`src/rtl/seg_scan_ctl_pkg.sv`:
```
// Shared constants and scan FSM state type for the multiplexed seven-segment
// display controller.
package seg_scan_ctl_pkg;

  localparam logic [6:0] SEG_BLANK = 7'h7F;
  localparam logic [3:0] AN_OFF    = 4'hF;

  typedef enum logic {
    ST_BLANK,
    ST_SHOW
  } scan_state_t;

endpackage

```
`src/rtl/seg_scan_ctl_hex.sv`:
```
// Nibble to active-low seven-segment pattern, bit order {g,f,e,d,c,b,a}.
module hex_seven_segment_decoder (
  input  logic [3:0] hex,
  output logic [6:0] seven_segment
);

  always_comb begin
    seven_segment = 7'h7F;
    case (hex)
      4'h0: seven_segment = 7'h40;
      4'h1: seven_segment = 7'h79;
      4'h2: seven_segment = 7'h24;
      4'h3: seven_segment = 7'h30;
      4'h4: seven_segment = 7'h19;
      4'h5: seven_segment = 7'h12;
      4'h6: seven_segment = 7'h02;
      4'h7: seven_segment = 7'h78;
      4'h8: seven_segment = 7'h00;
      4'h9: seven_segment = 7'h10;
      4'hA: seven_segment = 7'h08;
      4'hB: seven_segment = 7'h03;
      4'hC: seven_segment = 7'h46;
      4'hD: seven_segment = 7'h21;
      4'hE: seven_segment = 7'h06;
      4'hF: seven_segment = 7'h0E;
      default: seven_segment = 7'h7F;
    endcase
  end

endmodule

```
`src/rtl/seg_scan_ctl.sv`:
```
// Four-digit time-multiplexed display scanner with a blanking gap per slot and
// tear-free (frame-boundary) update of the displayed value.
module seg_scan_ctl
  import seg_scan_ctl_pkg::*;
#(
  parameter int unsigned CYCLES_PER_SECOND = 100_000_000,
  parameter int unsigned DWELL_CYCLES      = CYCLES_PER_SECOND / 4000
) (
  input  logic        clk,
  input  logic        rst,
  input  logic        load,
  input  logic [15:0] value,
  input  logic [3:0]  digit_en,
  output logic [3:0]  an,
  output logic [6:0]  seven_segment,
  output logic        frame_done
);

  localparam int unsigned CYC_W = (DWELL_CYCLES > 1) ? $clog2(DWELL_CYCLES) : 1;
  localparam logic [CYC_W-1:0] CYC_LAST = CYC_W'(DWELL_CYCLES - 1);

  scan_state_t      state, state_next;
  logic [CYC_W-1:0] cyc, cyc_next;
  logic [1:0]       slot, slot_next;
  logic             frame_end;

  logic [15:0] pending_val;
  logic [3:0]  pending_en;
  logic        pending_valid;
  logic [15:0] shadow_val;
  logic [3:0]  shadow_en;

  logic [3:0] cur_nib;
  logic [6:0] dec_seg;
  logic [3:0] an_next;
  logic [6:0] seg_next;

  always_comb begin
    frame_end  = (slot == 2'd3) && (cyc == CYC_LAST);
    cyc_next   = cyc + CYC_W'(1);
    slot_next  = slot;
    state_next = ST_SHOW;
    if (cyc == CYC_LAST) begin
      cyc_next  = '0;
      slot_next = slot + 2'd1;
    end
    // The state tracks the counter: the first clock of every slot is the dark gap.
    if (cyc_next == '0) begin
      state_next = ST_BLANK;
    end
  end

  always_ff @(posedge clk) begin
    if (rst) begin
      state <= ST_BLANK;
      cyc   <= '0;
      slot  <= '0;
    end else begin
      state <= state_next;
      cyc   <= cyc_next;
      slot  <= slot_next;
    end
  end

  // A load landing on the frame-end clock bypasses the pending stage entirely.
  always_ff @(posedge clk) begin
    if (rst) begin
      pending_val   <= '0;
      pending_en    <= '0;
      pending_valid <= 1'b0;
      shadow_val    <= '0;
      shadow_en     <= '0;
    end else if (frame_end) begin
      pending_valid <= 1'b0;
      if (load) begin
        shadow_val <= value;
        shadow_en  <= digit_en;
      end else if (pending_valid) begin
        shadow_val <= pending_val;
        shadow_en  <= pending_en;
      end
    end else if (load) begin
      pending_val   <= value;
      pending_en    <= digit_en;
      pending_valid <= 1'b1;
    end
  end

  assign cur_nib = shadow_val[{slot, 2'b00} +: 4];

  hex_seven_segment_decoder u_dec (
    .hex           (cur_nib),
    .seven_segment (dec_seg)
  );

  always_comb begin
    an_next  = AN_OFF;
    seg_next = SEG_BLANK;
    if (state == ST_SHOW && shadow_en[slot]) begin
      an_next  = ~(4'b0001 << slot);
      seg_next = dec_seg;
    end
  end

  always_ff @(posedge clk) begin
    if (rst) begin
      an            <= AN_OFF;
      seven_segment <= SEG_BLANK;
      frame_done    <= 1'b0;
    end else begin
      an            <= an_next;
      seven_segment <= seg_next;
      frame_done    <= frame_end;
    end
  end

endmodule

```
`config.mk`:
```
export PLATFORM = sky130hd
export DESIGN_NAME = seg_scan_ctl
export DESIGN_NICKNAME = d
export VERILOG_FILES = /design/src/rtl/seg_scan_ctl_pkg.sv /design/src/rtl/seg_scan_ctl_hex.sv /design/src/rtl/seg_scan_ctl.sv
export SDC_FILE = /design/constraint.sdc
export NUM_CORES = 1
export LEC_CHECK = 0
export BUFFER_PORTS_ARGS = -buffer_cell sky130_fd_sc_hd__buf_2
export CORE_ASPECT_RATIO = 1.5
export CORE_MARGIN = 2
export CORE_UTILIZATION = 59
export CTS_BUF_LIST = sky130_fd_sc_hd__clkbuf_8
export DETAILED_ROUTE_END_ITERATION = 16
export PLACE_DENSITY = 0.8
export SLEW_MARGIN = 20
export SYNTH_ARGS = -nofsm -noshare
export SYNTH_HDL_FRONTEND = slang
export SYNTH_SLANG_ARGS = --single-unit
```
`constraint.sdc`:
```
create_clock -name clk -period 2.4 [get_ports clk]
set_clock_uncertainty 0.2 [all_clocks]
set_input_delay 0.6 -clock clk [delete_from_list [all_inputs] [get_ports clk]]
set_output_delay 0.6 -clock clk [all_outputs]
set_load 0.1 [all_outputs]
```
==> results of run 1 <==
[worst max-delay path, delay by kind of cell, from the launching register on]
family	cells	cell delay (ns)
flip-flops	1	0.47
multiplexers	2	0.89
adder cells (fa/ha/maj)	1	0.26
AND/OR/NAND/NOR	2	0.16
buffers and inverters	1	0.16
AO/OA/AOI/OAI	1	0.05
[power by group through the flow]
stage | clock (mW) | combinational, mW | sequential (mW)
global placement | 0 | 0.149 | 1.25
CTS | 0.883 | 0.152 | 1.22
floorplan | 0 | 0.109 | 1.24
detailed placement | 0 | 0.151 | 1.25
global route | 0.918 | 0.167 | 1.23
finish | 0.862 | 0.149 | 1.22
[layer usage]
| metal | part of all wire | track usage |
|---|---|---|
| met1 | 0.42 | 0.264 |
| met2 | 0.53 | 0.379 |
| met3 | 0.030 | 0.0365 |
| met4 | 0.027 | 0.122 |
| met5 | 0 | 0 |
[registers in the layout (all words and copies together), names as in the netlist]
signal and flops:
pending_val 16, shadow_val 16, cyc 15, seven_segment 7, an 4, pending_en 4, shadow_en 4, slot 2
frame_done 1, pending_valid 1, state 1
[path summary, 6_finish.rpt]
check | to | cells after the start
max | seven_segment[3]$_SDFF_PP1_ | 7
min | slot[1]$_SDFFE_PP0N_ | 2
max reg2reg | seven_segment[3]$_SDFF_PP1_ | 7
min reg2reg | pending_val[14]$_SDFFE_PP0P_ | 2
[stage by stage]
step	instance area [um2]	hold slack, ns	util	worst slack, ns
finish	3910	0.277	0.675	0.157
global route	3910	0.300	0.675	0.0303
CTS	3910	0.267	0.675	0.142
detailed placement	3730	0.278	0.644	0.180
global placement	3730	0.272	0.644	0.225
floorplan	3530	0.260	-	0.277
[kinds of logic (layout without fill, tap and decap cells)]
family | count (synthesis) | count (layout) | share of synthesized area
AO/OA/AOI/OAI | 47 | 47 | 0.131
adder cells (fa/ha/maj) | 11 | 11 | 0.0390
buffers and inverters | 38 | 69 | 0.0564
multiplexers | 49 | 49 | 0.154
XOR/XNOR | 17 | 17 | 0.0422
AND/OR/NAND/NOR | 121 | 121 | 0.174
flip-flops | 71 | 71 | 0.403
[cells in the mapped netlist (5+ instances only)]
cell type / n / share of area
buf_2: 12 / 0.017
clkbuf_1: 9 / 0.0096
mux2i_1: 43 / 0.12
inv_1: 9 / 0.0096
nand2_1: 19 / 0.020
a211oi_2: 20 / 0.071
nor2_1: 62 / 0.066
dfxtp_1: 71 / 0.40
ha_1: 11 / 0.039
o221ai_1: 5 / 0.012
nand3_1: 10 / 0.014
a21oi_1: 5 / 0.0071
xnor2_1: 9 / 0.022
xor2_1: 8 / 0.020
[layout make-up]
class                      count  area (um2)
multi-input combinational    245        1910
fill                         493        1880
sequential                    71        1420
timing repair buffer          44         270
clock buffer                   9         124
tap                           72        90.1
clock inverter                 7        53.8
inverter                       9        33.8
==> out/metrics.cfg, run 1 <==
[synthesis]
yosysWarnings = 0
syn_area_per_cell_um2 = 9.96
synth_nets = 388
syn_inst = 354
yosys.cell_types.count = 48
async_flop_share = 0
ys_seq_area_frac = 0.403
ys_seq_elements = 71
synth-edff-count = 0
synth.cell_area_um2 = 3530
synth-main-ff-cell = dfxtp_1

[global_route]
antenna_found_initial = 0
grt_pass1_vias = 2471
globalRouteOverflowTotal = 0
grt_max_degree = 46
grt_usage = 0.224
grt_pass1_wl_um = 11300

[outcome]
outcome = finished, final reports clean

[power_and_ir_drop]
finalPower_mw = 2.23
p_int_mw = 1.66
pwr-share-comb = 0.067
p_sw_mw = 0.578
seq_power_share = 0.547
clock_power_share = 0.386
power_leakage_nw = 1.49
pwr_density_cell_nw_per_um2 = 572
vdd_ir_drop_max_v = 0.000526
switching_share = 0.259

[worst_setup_path]
critPathArrivalTime_ns = 2.35
required_ns = 2.50
r2r-start = slot[0]$_SDFFE_PP0N_
crit_path_cell_trace = mux4_2, inv_1, ha_1, nor2_1, a21oi_1, mux2_2, nand2_1
r2r_slack_ns = 0.16
cp_slowest_stage_delay_ns = 0.63
critPathLaunchType = flop
cp_slowest_cell = mux4_2
crit_type = flop to flop
critPathLaunch = slot[0]$_SDFFE_PP0N_
worstPathMaxFanout = 5
end_kind = flop

[final_layout]
final_common_cell = dfxtp_1
antenna_cells = 0
final_cells = 457
fin_nets = 414
most-common-layout-cells = dfxtp_1 (71), nor2_1 (62), mux2i_1 (43)
area_delta_synth_final_pct = 10.8
drive_above_1_share = 0.249

[detailed_routing]
ant_nets = 0
routed_wirelength_um = 6610
dr.pass1.iters = 5
drcViolationCount = 0
drt_iter0_markers = 139
wl_per_cell_um = 14.5
vias = 2536
routed_via_density = 5.55

[placement]
place_inst = 441
portBuffers = 34
dp_hpwl_um = 4780
place_congestion = 0.894

[sta]
setup_tns_ns = 0
fin_crit_sh = 0.935
rsz0062_at_grt = false
hold_violations = 0
period_minus_slack_ns = 2.24
slew_viol_final = 0
setup_viol = 0
tightest_slew_ns = 0.569
maxSlewHeadroom = 0.621
fmax_ghz = 0.446

[clock_network]
cts-root-buf = clkbuf_8
postCtsSetupBuffers = 0
holdBufCountCts = 0
clock_path_buffers = 2
cts.clk_slew.worst_paths_ns = 0.07
cts_tree = done
cts_made_buffers = 9
ctsResizeCount = 0
clock_latency_ns = 0.36
clkSinkCount = 71
cts-htree-levels = 3

[die]
die_area_um2 = 6620
dieWidth_um = 67.1
io_pins = 35
die_y_um = 98.7
num_rows = 34
core_area_um2 = 5790
start_util = 0.609

[min_path]
hold_class = input port to flop
worstHoldStart = rst

[run]
maxCapViolations = 0

(Power assumes the default switching activity.)
==> run 2, diff against run 1 <==
--- a/config.mk
+++ b/config.mk
@@ -5,6 +5,7 @@
 export SDC_FILE = /design/constraint.sdc
 export NUM_CORES = 1
 export LEC_CHECK = 0
+export ABC_AREA = 1
 export BUFFER_PORTS_ARGS = -buffer_cell sky130_fd_sc_hd__buf_2
 export CORE_ASPECT_RATIO = 1.5
 export CORE_MARGIN = 2
==> run 2 against run 1 <==
Via count is 24% higher. Flip-flop and latch count unchanged. Routed wire length is 12% higher. Sequential power about the same. Cell count is 29% higher. Register-to-register slack better by 0.05 ns. Power is 8.4% higher. Design area up 1.4%. Critical path type unchanged. Critical endpoint is now shadow_val[2]$_SDFFE_PP0P_. Largest cell class unchanged.
==> out/metrics.cfg, run 2 <==
[power_and_ir_drop]
seq_power_share = 0.504  ; -0.043
pwr-share-comb = 0.057  ; -0.010
p_int_mw = 1.85  ; +12%
power_leakage_nw = 1.69  ; +14%
pwr_density_cell_nw_per_um2 = 611  ; +6.8%
p_sw_mw = 0.567  ; -2.0%
clock_power_share = 0.439  ; +0.053
switching_share = 0.234  ; -0.0247
vdd_ir_drop_max_v = 0.000475  ; -9.7%

[clock_network]
clock_latency_ns = 0.35  ; about the same
cts_made_buffers = 9  ; unchanged
cts_tree = done
cts.clk_slew.worst_paths_ns = 0.08  ; about the same
clock_path_buffers = 2  ; unchanged
postCtsSetupBuffers = 0  ; unchanged
clkSinkCount = 71  ; unchanged
cts-root-buf = clkbuf_8
cts-htree-levels = 3  ; unchanged

[worst_setup_path]
crit_family = simple AND/OR/NAND/NOR gates
worstPathMaxFanout = 22  ; +17
end_kind = flop
critPathArrivalTime_ns = 2.27  ; -0.08 ns
crit_type = flop to flop
critPathLaunchType = flop
required_ns = 2.48  ; -0.02 ns
cp_num_buf_inv = 3  ; +2
crit_path_cell_trace = ha_1, nand2_1, clkinv_1, nand2_2, nor2_4, nand2_4, clkinv_2, nand3_4, inv_6, o21ai_1, nor2_1
cp_slowest_stage_delay_ns = 0.41  ; -0.22 ns
cp_slowest_cell = dfxtp_1

[sta]
setup_viol = 0  ; unchanged
fmax_ghz = 0.456  ; +2.4%
setup_tns_ns = 0  ; unchanged
fin_crit_sh = 0.913  ; -0.0216
maxSlewHeadroom = 0.668  ; +0.0472
rsz0062_at_grt = false
period_minus_slack_ns = 2.19  ; -0.0517 ns
hold_violations = 0  ; unchanged
tightest_slew_ns = 0.501  ; -0.0673 ns
slew_viol_final = 0  ; unchanged

[synthesis]
yosysWarnings = 0  ; unchanged
syn_area_per_cell_um2 = 7.31  ; -27%
netlist_top_cells_count = nor2_1 (83), nand2_1 (82), dfxtp_1 (71), inv_1 (53), o21ai_1 (39)
syn_inst = 484  ; +37%
synth-edff-count = 0  ; unchanged
ys_top_cells_by_area = dfxtp_1 (40%), nor2_1 (8.8%), nand2_1 (8.7%), a211oi_2 (6.7%), inv_1 (5.6%)
async_flop_share = 0  ; unchanged
yosys.cell_types.count = 34  ; -29%
synth_top_area_frac = 0.402  ; -0.00157
yosys.area.top_type = dfxtp_1
ys_seq_area_frac = 0.402  ; -0.00157
synth_nets = 518  ; +34%
synth.cell_area_um2 = 3540  ; +0.39%
synth-main-ff-cell = dfxtp_1
synthMostInstantiatedCell = nor2_1
ys_seq_elements = 71  ; unchanged

[die]
die_y_um = 98.9  ; +0.19%
num_rows = 34  ; unchanged
dieWidth_um = 67.2  ; +0.18%
core_area_um2 = 5790  ; unchanged
start_util = 0.612  ; +0.00238
die_area_um2 = 6650  ; +0.37%
io_pins = 35  ; unchanged

[outcome]
outcome = finished, final reports clean

[final_layout]
most-common-layout-cells = nor2_1 (83), nand2_1 (82), dfxtp_1 (71)
area_delta_synth_final_pct = 11.9
final_cells = 591  ; +29%
antenna_cells = 0  ; unchanged
drive_above_1_share = 0.183  ; -0.0663
fin_nets = 548  ; +32%
reg_top3 = pending_val: 16 flops, shadow_val: 16 flops, cyc: 15 flops
final_common_cell = nor2_1

[global_route]
grt_usage = 0.244  ; +0.0198
grt_pass1_wl_um = 12600  ; +11%
grt_max_degree = 42  ; -8.7%
grt_pass1_vias = 3070  ; +24%
antenna_found_initial = 0  ; unchanged
globalRouteOverflowTotal = 0  ; unchanged

[run]
maxCapViolations = 0  ; unchanged

[min_path]
hold_class = flop to flop

[detailed_routing]
dr.pass1.iters = 6  ; +1
ant_nets = 0  ; unchanged
vias = 3144  ; +24%
wl_per_cell_um = 12.6  ; -13%
drcViolationCount = 0  ; unchanged
drt_iter0_markers = 188  ; +35%
routed_via_density = 5.32  ; -4.1%
routed_wirelength_um = 7430  ; +12%

[placement]
portBuffers = 34  ; unchanged
place_congestion = 0.849  ; -5.1%
place_inst = 575  ; +30%
dp_hpwl_um = 5590  ; +17%

==> run 2: cell types whose count changed after synthesis, sizes merged, moves of 5 or more <==
| cell | delta |
|---|---|
| nand2 | +69 |
| inv | +51 |
| o21ai | +47 |
| mux2i | -43 |
| nor2 | +24 |
| a21oi | +23 |
| nand3 | +22 |
| buf | -10 |
| xnor2 | -8 |
| xor2 | -7 |
| o221ai | -5 |
==> run 2: routing by layer <==
layer	GRT usage	vias to the layer above	wire [um]
li1	-	1629	-
met1	0.251	1429	2950
met2	0.436	60	4020
met4	0.149	0	270
met5	0	-	0
met3	0.0491	26	181
==> run 2: power by group through the flow <==
stage / clock network, mW / logic (mW) / registers, mW
2_1_floorplan: 0 / 0.0965 / 1.24
3_3_place_gp: 0 / 0.136 / 1.24
3_5_place_dp: 0 / 0.139 / 1.25
4_1_cts: 1.08 / 0.140 / 1.22
5_1_grt: 1.13 / 0.158 / 1.22
6_report: 1.06 / 0.139 / 1.22
==> run 2: final cells by class <==
class,count,area (um2)
clock buffer,9,124
clock inverter,7,103
fill,522,1820
inverter,62,239
multi-input combinational,331,1760
sequential,71,1420
tap,72,90.1
timing repair buffer,39,220
==> run 2: logic make-up after synthesis <==
| kind of cell | synth area share |
|---|---|
| AOI/OAI and AO/OA | 0.192 |
| xor gates and xnor gates | 0.00495 |
| adders and majority gates | 0.0389 |
| buffers and inverters | 0.102 |
| DFF | 0.402 |
| and+or+nand+nor | 0.260 |
==> run 2: worst reg2reg max path, stage by stage, from the launching register on <==
cell	delay, ns
dfxtp_1	0.41
ha_1	0.25
nand2_1	0.07
clkinv_1	0.07
nand2_2	0.06
nor2_4	0.10
nand2_4	0.09
clkinv_2	0.08
nand3_4	0.29
inv_6	0.28
o21ai_1	0.09
nor2_1	0.12
==> run 2: worst paths after layout <==
| kind | start | end | slack (ns) | depth (start not counted) |
|---|---|---|---|---|
| max | cyc[0]$_SDFF_PP0_ | shadow_val[2]$_SDFFE_PP0P_ | 0.21 | 11 |
| min | pending_val[8]$_SDFFE_PP0P_ | pending_val[8]$_SDFFE_PP0P_ | 0.25 | 2 |
| max reg2reg | cyc[0]$_SDFF_PP0_ | shadow_val[2]$_SDFFE_PP0P_ | 0.21 | 11 |
| min reg2reg | pending_val[8]$_SDFFE_PP0P_ | pending_val[8]$_SDFFE_PP0P_ | 0.25 | 2 |
==> run 2: stage by stage <==
stage / hold WS (ns) / util / power, mW / cell area [um2] / worst slack (ns)
after floorplan: 0.225 / - / 1.34 / 3540 / 0.475
after global placement: 0.233 / 0.644 / 1.38 / 3730 / 0.309
after detailed placement: 0.245 / 0.644 / 1.39 / 3730 / 0.245
after CTS: 0.256 / 0.683 / 2.44 / 3950 / 0.178
after global routing: 0.271 / 0.685 / 2.51 / 3960 / 0.0124
final: 0.252 / 0.685 / 2.42 / 3960 / 0.208
==> run 2: timing repair <==
item | 4_1_cts | 5_1_grt
resized for setup | 0 | 1
hold buffers | 0 | 0
setup endpoints to repair | 0 | 1
